**src/rtl/tdm_demux4.sv**
```systemverilog
// Receive side of the 4-slot TDM link: locks to the slot-0 frame marker, stages
// each slot's sample and publishes all four channels together once per frame.
module tdm_demux4 #(
  parameter int WIDTH       = 1,
  parameter int SLOT_CYCLES = 1,
  parameter int SAMPLE_POS  = 0
) (
  input  logic             clk,
  input  logic             rst,
  input  logic [WIDTH-1:0] in,
  input  logic             frame,
  output logic [WIDTH-1:0] out0,
  output logic [WIDTH-1:0] out1,
  output logic [WIDTH-1:0] out2,
  output logic [WIDTH-1:0] out3,
  output logic             valid,
  output logic             sel1,
  output logic             sel0,
  output logic             locked,
  output logic             sync_err
);

  localparam int CW = (SLOT_CYCLES > 1) ? $clog2(SLOT_CYCLES) : 1;
  localparam logic [CW-1:0] CYC_LAST   = CW'(SLOT_CYCLES - 1);
  localparam logic [CW-1:0] CYC_SAMPLE = CW'(SAMPLE_POS);

  typedef enum logic {HUNT, LOCKED} state_t;

  state_t           state_q, state_d;
  logic [1:0]       slot_q, slot_d;
  logic [CW-1:0]    cyc_q, cyc_d;
  logic [WIDTH-1:0] stage_q [3];

  logic          at_marker, missing, unexpected, active, sample, publish;
  logic [1:0]    eff_slot;
  logic [CW-1:0] eff_cyc;

  // A frame marker always defines "now" as slot 0 / cycle 0, whether it is the
  // acquisition marker, the expected one, or a resync.
  always_comb begin
    at_marker  = (slot_q == 2'd0) && (cyc_q == '0);
    missing    = (state_q == LOCKED) && at_marker && !frame;
    unexpected = (state_q == LOCKED) && frame && !at_marker;
    active     = ((state_q == LOCKED) && !missing) || frame;
    eff_slot   = frame ? 2'd0 : slot_q;
    eff_cyc    = frame ? '0 : cyc_q;
    sample     = active && (eff_cyc == CYC_SAMPLE);
    publish    = sample && (eff_slot == 2'd3);

    state_d = HUNT;
    slot_d  = 2'd0;
    cyc_d   = '0;
    if (active) begin
      state_d = LOCKED;
      if (eff_cyc == CYC_LAST) begin
        cyc_d  = '0;
        slot_d = eff_slot + 2'd1;
      end else begin
        cyc_d  = eff_cyc + 1'b1;
        slot_d = eff_slot;
      end
    end
  end

  always_ff @(posedge clk) begin
    if (rst) begin
      state_q  <= HUNT;
      slot_q   <= 2'd0;
      cyc_q    <= '0;
      for (int i = 0; i < 3; i++) stage_q[i] <= '0;
      out0     <= '0;
      out1     <= '0;
      out2     <= '0;
      out3     <= '0;
      valid    <= 1'b0;
      sync_err <= 1'b0;
    end else begin
      state_q <= state_d;
      slot_q  <= slot_d;
      cyc_q   <= cyc_d;
      // A framing violation throws away the partial frame before this cycle's sample.
      for (int i = 0; i < 3; i++) begin
        if (missing || unexpected) stage_q[i] <= '0;
        if (sample && (eff_slot == 2'(i))) stage_q[i] <= in;
      end
      if (publish) begin
        out0 <= stage_q[0];
        out1 <= stage_q[1];
        out2 <= stage_q[2];
        out3 <= in;
      end
      valid    <= publish;
      sync_err <= missing || unexpected;
    end
  end

  // The slot counter is held at zero in HUNT, so sel needs no extra gating.
  assign locked = (state_q == LOCKED);
  assign sel1   = slot_q[1];
  assign sel0   = slot_q[0];

endmodule

```
**config.mk**
```make
export PLATFORM = sky130hd
export DESIGN_NAME = tdm_demux4
export DESIGN_NICKNAME = d
export VERILOG_FILES = /design/src/rtl/tdm_demux4.sv
export SDC_FILE = /design/constraint.sdc
export NUM_CORES = 1
export LEC_CHECK = 0
export ABC_CLOCK_PERIOD_IN_PS = 3130
export CAP_MARGIN = 0
export CELL_PAD_IN_SITES_DETAIL_PLACEMENT = 1
export CELL_PAD_IN_SITES_GLOBAL_PLACEMENT = 2
export CORE_AREA = 10 10 66 54
export DETAILED_ROUTE_END_ITERATION = 8
export DIE_AREA = 0 0 76 64
export GPL_TIMING_DRIVEN = 0
export PLACE_DENSITY = 0.84
export SETUP_SLACK_MARGIN = 0.2
export SLEW_MARGIN = 10
export SYNTH_ARGS = -nofsm -noshare
export SYNTH_HDL_FRONTEND = slang
export SYNTH_SLANG_ARGS = --single-unit
```
**constraint.sdc**
```tcl
create_clock -name clk -period 3.13 [get_ports clk]
set_input_delay 0.939 -clock clk [delete_from_list [all_inputs] [get_ports clk]]
set_output_delay 0.939 -clock clk [all_outputs]
set_load 0.1 [all_outputs]
```
==> out/metrics.cfg <==
[floorplan]
initial_core_util=0.323
die_area_um2=4860
die_h_um=64
core_area_um2=2270
die_x_um=76
num_rows=15
io_pins=13

[logic_synthesis]
synth_area_leaders=dfxtp_1 (27%), edfxtp_1 (12%), nor3b_1 (8.2%)
syn_nets=86
synth_seq_cells=13
synth_top_area_share=0.273
netlist_instances=78
synth.yosys.seq_area_share=0.396
syn_avg_cell_area_um2=9.40
yosysWarnings=0
netlist_area_um2=733
synthDistinctLibCells=31
yosysTopAreaCell=dfxtp_1

[cells_and_area]
multi_input_area_um2=413
diodes=0
syn2layout_area_growth_pct=23.5
drive_above_1_share=0.120
final_core_util=0.399
register_area_um2=290
final_cell_area_um2=906
fin_nets=101
fillers=277

[timing]
hold_viol=0
rsz0062_at_grt=false
maxSlewHeadroom=0.348
setup_viol=0
fmax_ghz=0.370
worstMarginPinSlew_ns=0.975
skew_ns=0.00684
min_period_ns=2.70
period_share=0.864
whs_ns=0.529
drv_slew=0
tns_ns=0

[drt]
vias_per_cell=5.05
firstDrtPassIters=4
vias=636
avgRoutedWirePerCell_um=15.1
drc=0
wirelength_mm=1.90
drt_iter0_markers=9
antenna_left=0

[global_routing]
top_usage_layer=met2
grt_use_met2=0.136
met1_usage=0.0983
grt_max_degree=11
grt_util_all_layers=0.0848
antenna_found_initial=0
grt_pass1_vias=664
grt_pass1_wl_mm=3.41
grtUsageMet3=0.0391
overflow=0

[critical_path]
path_class=reg2out
critPathArrivalTime_ns=1.76
required_ns=2.19
cp_top_family=buffers and inverters
path_max_fanout=3
cp_cell_sequence=clkdlybuf4s50_1
cp-start-kind=register
critPathCaptureType=output port
cp.buffers_inverters=1
critical-path-slowest-cell=clkdlybuf4s50_1
slowest_delay_ns=1.14

[cts]
clk_pin_slew_ns=0.08
cts-root-buf=clkbuf_4
cts_num_sinks=13
cts_buffer_depth=2
insertion_delay_ns=0.28
tritoncts=done
cts_max_level=1
cts_buffers=3

[placement]
portBuffers=10
placed_area_um2=876
dpl.hpwl_mm=1.41
gp_congestion=0.727

[min_path]
hold_class=reg2reg

[power]
power.leakage_nw=0.400
pwr_density_cell_nw_per_um2=397
ir_drop_mv=0.205

[job]
drv_cap=0

[run_status]
outcome=finished, final reports clean

registers in the layout (all words and copies together) (netlist names):
| signal | count |
|---|---|
| stage_q | 3 |
| slot_q | 2 |
| cyc_q | 1 |
| locked | 1 |
| out0 | 1 |
| out1 | 1 |
| out2 | 1 |
| out3 | 1 |
| sync_err | 1 |
| valid | 1 |
synth_stat cells (all sizes together):
master  number
dfxtp       10
nor3b        8
nor2b        6
o21ai        5
a31oi        4
and3         4
ha           4
nand3        4
nand4        4
a221o        3
buf          3
edfxtp       3
inv          3
nand2        2
a21boi       1
a21oi        1
a22oi        1
and2b        1
and3b        1
clkbuf       1
conb         1
nand2b       1
nor2         1
nor3         1
o31ai        1
or2          1
or2b         1
xnor2        1
xor2         1
timing repair:
item | 4_1_cts | 5_1_grt
resized for setup | 1 | 2
buffers inserted | 0 | 0
endpoints found under the setup margin | 1 | 2
hold buffers | 0 | 0
where the power goes:
| group | internal [W] | switching (W) |
|---|---|---|
| sequential | 0.000179 | 0.00000789 |
| clock | 0.0000495 | 0.0000556 |
| combinational | 0.0000205 | 0.0000478 |
final cells by class:
type,instances,area share
plain buffers,4,0.0207
clock buffers,4,0.0290
inverters,3,0.0124
multi-input cells,58,0.456
flip-flops and latches,13,0.320
well taps,34,0.0470
repair buffers,10,0.115
metrics by stage:
stage,power (W),std cells,setup slack [ns]
2_1_floorplan,0.000241,78,0.831
3_3_place_gp,0.000258,122,0.501
3_5_place_dp,0.000260,122,0.453
4_1_cts,0.000370,126,0.221
5_1_grt,0.000384,126,0.354
6_report,0.000360,126,0.426
layer usage:
layer	part of all wire	vias up
met2	0.46	11
met3	0.058	2
li1	-	317
met5	0	-
met1	0.48	306
met4	0.0042	0
cells in the final DEF (no fill, tap or decap), drive strengths merged, types with 3 or more instances in the layout:
master	instances
dfxtp	10
nor3b	8
clkdlybuf4s50	7
nor2b	6
o21ai	5
clkbuf	5
nand4	4
a31oi	4
nand3	4
and3	4
ha	4
buf	3
a221o	3
edfxtp	3
inv	3
cells by family after synthesis:
kind of cell             after synthesis  share of synthesized area
AND/OR/NAND/NOR                       35                      0.314
AO/OA/AOI/OAI                         16                      0.152
XOR/XNOR                               2                     0.0239
flip-flops                            13                      0.396
buffers and inverters                  7                     0.0409
adder cells (fa/ha/maj)                4                     0.0683
other                                  1                    0.00511
path summary, 6_finish.rpt:
kind / start / to / slack [ns] / cells after the start
worst max-delay path: out3 / out3 / 0.43 / 1
worst min-delay path: stage_q[0] / out0 / 0.53 / 2
worst max register to register: slot_q[1] / out3 / 1.24 / 7
worst min register to register: stage_q[0] / out0 / 0.53 / 2
Note: power is estimated with default switching activity, not from simulation.
